<file path="config.mk">
export PLATFORM = sky130hd
export DESIGN_NAME = proc_seq_ctrl
export DESIGN_NICKNAME = d
export VERILOG_FILES = /design/src/rtl/proc_seq_ctrl_pkg.sv /design/src/rtl/proc_seq_ctrl_instr_counter32.sv /design/src/rtl/proc_seq_ctrl.sv
export SDC_FILE = /design/constraint.sdc
export NUM_CORES = 1
export LEC_CHECK = 0
export CORE_MARGIN = 2
export CORE_UTILIZATION = 54
export DETAILED_ROUTE_END_ITERATION = 12
export PLACE_DENSITY = 0.95
export SLEW_MARGIN = 20
export SYNTH_ARGS = -nofsm -noshare
export SYNTH_HDL_FRONTEND = slang
export SYNTH_SLANG_ARGS = --single-unit
</file>
<file path="constraint.sdc">
create_clock -name CLK -period 9.7 [get_ports CLK]
set_input_delay 1.94 -clock CLK [delete_from_list [all_inputs] [get_ports CLK]]
set_output_delay 1.94 -clock CLK [all_outputs]
set_load 0.01 [all_outputs]
</file>
<file path="src/rtl/proc_seq_ctrl_pkg.sv">
// Shared encodings for the instruction sequencer: state codes, opcodes, timeout default.
package proc_seq_ctrl_pkg;

   // IDLE is all-zero; the five active phases are one-hot so STATE can be driven straight from the register
   typedef enum logic [4:0] {
      S_IDLE   = 5'b00000,
      S_FETCH  = 5'b00001,
      S_DECODE = 5'b00010,
      S_EXE    = 5'b00100,
      S_MEM    = 5'b01000,
      S_WB     = 5'b10000
   } state_t;

   localparam logic [5:0] OP_LW  = 6'h23;
   localparam logic [5:0] OP_SW  = 6'h2B;
   localparam logic [5:0] OP_BEQ = 6'h04;
   localparam logic [5:0] OP_BNE = 6'h05;
   localparam logic [5:0] OP_J   = 6'h02;

   localparam int TIMEOUT_DEF = 15;

   // loads and stores need the extra MEM phase
   function automatic logic is_mem_op(input logic [5:0] op);
      return (op == OP_LW) || (op == OP_SW);
   endfunction

   // stores, branches and jumps produce no register result
   function automatic logic writes_rf(input logic [5:0] op);
      return !((op == OP_SW) || (op == OP_BEQ) || (op == OP_BNE) || (op == OP_J));
   endfunction

endpackage

</file>
<file path="src/rtl/proc_seq_ctrl_instr_counter32.sv">
// 32-bit retired-instruction counter: register plus +1 ripple adder, wraps naturally.
module instr_counter32 (
   input  logic        clk,
   input  logic        clr_n,
   input  logic        en,
   output logic [31:0] q
);

   logic [31:0] sum;
   logic [31:0] carry;

   assign carry[0] = 1'b1;

   // half-adder chain adding the constant 1
   for (genvar i = 0; i < 32; i++) begin : g_rca
      assign sum[i] = q[i] ^ carry[i];
      if (i < 31) begin : g_c
         assign carry[i+1] = q[i] & carry[i];
      end
   end

   // register with synchronous clear taking priority over increment
   always_ff @(posedge clk) begin
      if (!clr_n)  q <= '0;
      else if (en) q <= sum;
   end

endmodule

</file>
<file path="src/rtl/proc_seq_ctrl.sv">
// Multi-cycle sequencer: FETCH/DECODE/EXE/[MEM]/WB with memory handshake, timeout and halt.
module proc_seq_ctrl
   import proc_seq_ctrl_pkg::*;
#(
   parameter int TIMEOUT = TIMEOUT_DEF
) (
   input  logic        CLK,
   input  logic        RESET,
   input  logic        HALT,
   input  logic        MEM_READY,
   input  logic [5:0]  OPCODE,
   output logic [4:0]  STATE,
   output logic        IR_LOAD,
   output logic        PC_LOAD,
   output logic        RF_READ,
   output logic        RF_WRITE,
   output logic        MEM_READ,
   output logic        MEM_WRITE,
   output logic        HALTED,
   output logic        MEM_ERR,
   output logic [31:0] INSTR_CNT
);

   state_t     state, nxt;
   logic [7:0] wcnt;
   logic       waiting;
   logic       tmo;

   assign STATE   = state;
   // IR must capture on the same edge FETCH completes, so this one strobe is not registered
   assign IR_LOAD = (state == S_FETCH) && MEM_READY;

   // next-state selection, including the memory-timeout exit
   always_comb begin
      nxt     = state;
      tmo     = 1'b0;
      waiting = ((state == S_FETCH) || (state == S_MEM)) && !MEM_READY;
      case (state)
         S_IDLE:   if (!HALTED) nxt = S_FETCH;
         S_FETCH: begin
            if (MEM_READY) nxt = S_DECODE;
            else if (wcnt == 8'(TIMEOUT - 1)) begin
               nxt = S_IDLE;
               tmo = 1'b1;
            end
         end
         S_DECODE: nxt = S_EXE;
         S_EXE:    nxt = is_mem_op(OPCODE) ? S_MEM : S_WB;
         S_MEM: begin
            if (MEM_READY) nxt = S_WB;
            else if (wcnt == 8'(TIMEOUT - 1)) begin
               nxt = S_IDLE;
               tmo = 1'b1;
            end
         end
         S_WB:     nxt = HALT ? S_IDLE : S_FETCH;
         default:  nxt = S_IDLE;
      endcase
   end

   // state, wait counter and strobes; strobes are decoded from the state being entered
   always_ff @(posedge CLK) begin
      if (!RESET) begin
         state     <= S_IDLE;
         wcnt      <= '0;
         HALTED    <= 1'b0;
         MEM_ERR   <= 1'b0;
         PC_LOAD   <= 1'b0;
         RF_READ   <= 1'b0;
         RF_WRITE  <= 1'b0;
         MEM_READ  <= 1'b0;
         MEM_WRITE <= 1'b0;
      end else begin
         state     <= nxt;
         wcnt      <= (nxt != state) ? '0 : (waiting ? wcnt + 8'd1 : wcnt);
         HALTED    <= HALTED | tmo | ((state == S_WB) && HALT);
         MEM_ERR   <= MEM_ERR | tmo;
         MEM_READ  <= (nxt == S_FETCH) || ((nxt == S_MEM) && (OPCODE == OP_LW));
         MEM_WRITE <= (nxt == S_MEM) && (OPCODE == OP_SW);
         RF_READ   <= (nxt == S_DECODE);
         PC_LOAD   <= (nxt == S_WB);
         RF_WRITE  <= (nxt == S_WB) && writes_rf(OPCODE);
      end
   end

   // WB always lasts exactly one cycle, so counting WB cycles counts retirements
   instr_counter32 u_cnt (
      .clk   (CLK),
      .clr_n (RESET),
      .en    (state == S_WB),
      .q     (INSTR_CNT)
   );

endmodule

</file>
==> impl_summary.txt <==
----------------------------------------------------
[Synth]
  Fraction of registers with async set/reset ... 0%
  Total of flip-flops plus latches after synthesis ... 52
  Top area cells in the synthesized netlist ... sky130_fd_sc_hd__dfxtp_1 42%, sky130_fd_sc_hd__ha_1 16%, sky130_fd_sc_hd__nand2_1 10%
  Synth Area per Inst ... 8.76 µm²
  Total standard cell area after synthesis ... 2450 µm²
  Count of warnings emitted by yosys ... 0
  Number of enable flip-flop cells after synthesis ... 0
  Dominant cell by count in the synthesized netlist ... sky130_fd_sc_hd__nand2_1
  Yosys top cell area share ... 42.4%
  Number of nets in the synthesized netlist ... 322
  Cell variety after synth ... 38
  Cell taking the most area after synthesis ... sky130_fd_sc_hd__dfxtp_1
  Number of cells produced by synthesis ... 280
  Commonest cells in the netlist ... 67 x sky130_fd_sc_hd__nand2_1, 52 x sky130_fd_sc_hd__dfxtp_1, 34 x sky130_fd_sc_hd__a21oi_1
  Sequential fraction of the synthesis area ... 42.4%
  Primary flip-flop cell chosen by synthesis mapping ... sky130_fd_sc_hd__dfxtp_1

[Routing]
  Routed wire length per instance ... 14.4 µm
  DRC viols ... 0
  Detailed router's first-iteration violation count ... 97
  DR pass1 iterations ... 6
  Total number of vias ... 2137
  Per-cell via count in the routed design ... 5.64
  Number of nets still failing antenna checks after routing ... 0
  Total Wirelength ... approximately 5500 µm

[Hold path]
  Worst hold path type ... reg2reg
  Worst hold stages ... 1

[Final layout]
  Count of inserted antenna diode cells ... 0
  Final non-filler cell area ... 3090 µm²
  Synthesis-to-layout area growth ... 26.1%
  Final Core Density ... 71.1%
  Fraction of final layout cells with drive strength greater than 1 ... 4.59%
  Final-layout fill cell count ... 327
  Nets ... 368
  Post-route insts no fill ... 379

[Placement]
  Buffers added on ports ... 54
  Post-detailed-placement cell area ... ~3000 µm²
  Last weighted congestion value of the routability-driven placer ... between 0.8 and 0.9
  Cells after DPL ... 371
  Detail Placement HPWL ... 4000 µm

[Floorplanning]
  Die ar. ... between 5000 and 6000 µm²
  Height of the die ... 71.4 µm
  Die boundary width ... 71.4 µm
  Std-Cell Rows ... 24
  I/O pin count ... 55
  Area inside the core boundary ... between 4000 and 5000 µm²
  Initial cell density of the core ... 56.4%

[Power]
  Power density cells ... 121 nW/µm²
  Clock share of power ... 34.2%
  Comb power frac ... 7.7%
  Sum of internal, switching and leakage power ... 0.375 mW
  Static Leakage ... 1.22 nW
  Cell Int Power ... 0.286 mW
  Sequential power share ... 58.1%
  Worst supply voltage drop on vdd ... 0.0810 mV
  Switching fraction of total power ... 23.6%
  Power spent charging and discharging nets ... 0.0886 mW

[Timing]
  RSZ-0062 raised after global routing ... no
  Final total negative setup slack ... 0 ns
  Maximum clock frequency ... 0.159 GHz
  Post-Route Skew ... 0.0117 ns
  Final critical delay including setup and external delays ... 6.30 ns
  Total setup violations reported at the end of the flow ... 0
  Number of pins with negative max-slew slack in the final report ... 0
  Final hold vios ... 0
  Worst rel slew slack ... between 30 and 40%
  Period Utilization, post-route ... 64.9%
  Slew at the pin closest to its max-slew limit ... a little over 1 ns

[Clock network]
  Buffer levels on the longest clock path ... 2
  Worst-path clk slew ... 0.10 ns
  TritonCTS clock tree ... yes
  Post-CTS sizing ... 0
  Post-CTS Setup Repair Bufs ... 0
  Clock latency on the worst-skew pair ... 0.31 ns
  Number of sinks on the clock net ... 52
  CTS Buf Count ... 5
  CTS root buffer ... sky130_fd_sc_hd__clkbuf_8
  H-tree level count ... 2
  Post-CTS Hold Buffers ... 0

[Setup path]
  Cell seen most often among critical-path stages ... sky130_fd_sc_hd__ha_1
  Top fanout value on the critical path ... 3
  Number of cells on the worst reg-to-reg path ... 33
  Crit path arrival time ... 6.48 ns
  Highest-delay cell along the critical path ... sky130_fd_sc_hd__dfxtp_1
  Worst path max stage delay ... between 0.3 and 0.4 ns
  Startpoint kind of the worst setup timing path ... flip-flop
  Kind of critical path ... reg2reg
  Required time of the worst setup path ... 9.89 ns
  Capturing element type of the critical path ... flip-flop

[Status]
  Run status ... completed

[Global route]
  Antenna violations before repair ... 0
  Largest net degree at the start of global routing ... 38
  Number of global-route vias before repair ... approximately 2100
  Total congestion overflow ... 0
  Wire length of the first global-routing pass ... approximately 9100 µm
  Global-route total usage across every layer ... 22.4%

[Flow run]
  Max_cap viols ... 0

----------------------------------------------------
[path summary, 6_finish.rpt]
kind                                  from  slack (ns)           to
worst max-delay path            u_cnt.q[0]        3.40  u_cnt.q[31]
worst min-delay path               MEM_ERR        0.47      MEM_ERR
worst max register to register  u_cnt.q[0]        3.40  u_cnt.q[31]
worst min register to register     MEM_ERR        0.47      MEM_ERR
[layout make-up]
| class | count | area (µm²) | share of cell area (%) |
|---|---|---|---|
| Clock buffer | 6 | 82.6 | 2.67 |
| Clock inverter | 2 | 15.0 | 0.485 |
| Inverter | 3 | 11.3 | 0.364 |
| Multi-Input combinational cell | 210 | 1340 | 43.3 |
| Sequential cell | 52 | 1040 | 33.6 |
| Tap cell | 52 | 65.1 | 2.10 |
| Timing Repair Buffer | 54 | 541 | 17.5 |
[per-layer routing]
metal	part of all wire (%)	wire length [µm]	vias to the layer above	track usage, %
li1	-	-	1061	-
met1	41	2240	1017	25.0
met2	53	2880	49	40.3
met3	4.4	240	10	4.92
met4	1.8	98	0	10.7
met5	0	0	-	0
[registers in the layout (all words and copies together) (netlist names)]
signal     count
RF_WRITE       1
PC_LOAD        1
HALTED         1
MEM_WRITE      1
wcnt           8
MEM_ERR        1
MEM_READ       1
u_cnt.q       32
RF_READ        1
STATE          5
[cells by family (layout without fill, tap and decap cells)]
| family | after synthesis | in the layout | synth area share (%) |
|---|---|---|---|
| and+or+nand+nor | 123 | 123 | 23.7 |
| buffers and inverters | 18 | 65 | 3.06 |
| DFF | 52 | 52 | 42.4 |
| AOI/OAI and AO/OA | 45 | 45 | 10.9 |
| adders and majority gates | 32 | 32 | 16.3 |
| xor gates and xnor gates | 10 | 10 | 3.57 |
[through the flow]
step / hold slack (ns) / setup WS, ns
after floorplan: 0.485 / 3.80
after global placement: 0.449 / 3.70
after detailed placement: 0.458 / 3.40
after CTS: 0.480 / 3.39
after global routing: 0.510 / 3.08
final: 0.474 / 3.40
[worst max-delay path: cells and delay by family (launching register included)]
family	cells	cell delay [ns]
XOR/XNOR	1	0.17
adder cells (fa/ha/maj)	30	5.53
flip-flops	1	0.34
AND/OR/NAND/NOR	2	0.15
[power groups by stage]
stage	combinational (mW)	clock [mW]	sequential, mW
after floorplan	0.0178	0	0.222
after global placement	0.0278	0	0.223
after detailed placement	0.0283	0	0.223
after CTS	0.0285	0.130	0.218
after global routing	0.0312	0.137	0.218
final	0.0287	0.128	0.218
[cell usage in the layout, fill, tap and decap left out, types with 2 or more instances in the layout]
master,count
sky130_fd_sc_hd__nand3_1,6
sky130_fd_sc_hd__dfxtp_1,52
sky130_fd_sc_hd__and4b_1,2
sky130_fd_sc_hd__clkinvlp_4,2
sky130_fd_sc_hd__nand2_1,67
sky130_fd_sc_hd__and3_1,2
sky130_fd_sc_hd__a21oi_1,34
sky130_fd_sc_hd__xnor2_1,9
sky130_fd_sc_hd__clkdlybuf4s50_1,54
sky130_fd_sc_hd__and2_1,5
sky130_fd_sc_hd__nor4_1,5
sky130_fd_sc_hd__nor3_1,13
sky130_fd_sc_hd__nand2b_1,2
sky130_fd_sc_hd__o21ai_0,2
sky130_fd_sc_hd__inv_1,2
sky130_fd_sc_hd__clkbuf_8,6
sky130_fd_sc_hd__o22ai_1,2
sky130_fd_sc_hd__ha_1,32
sky130_fd_sc_hd__nor2_1,9
(Power assumes the default switching activity.)
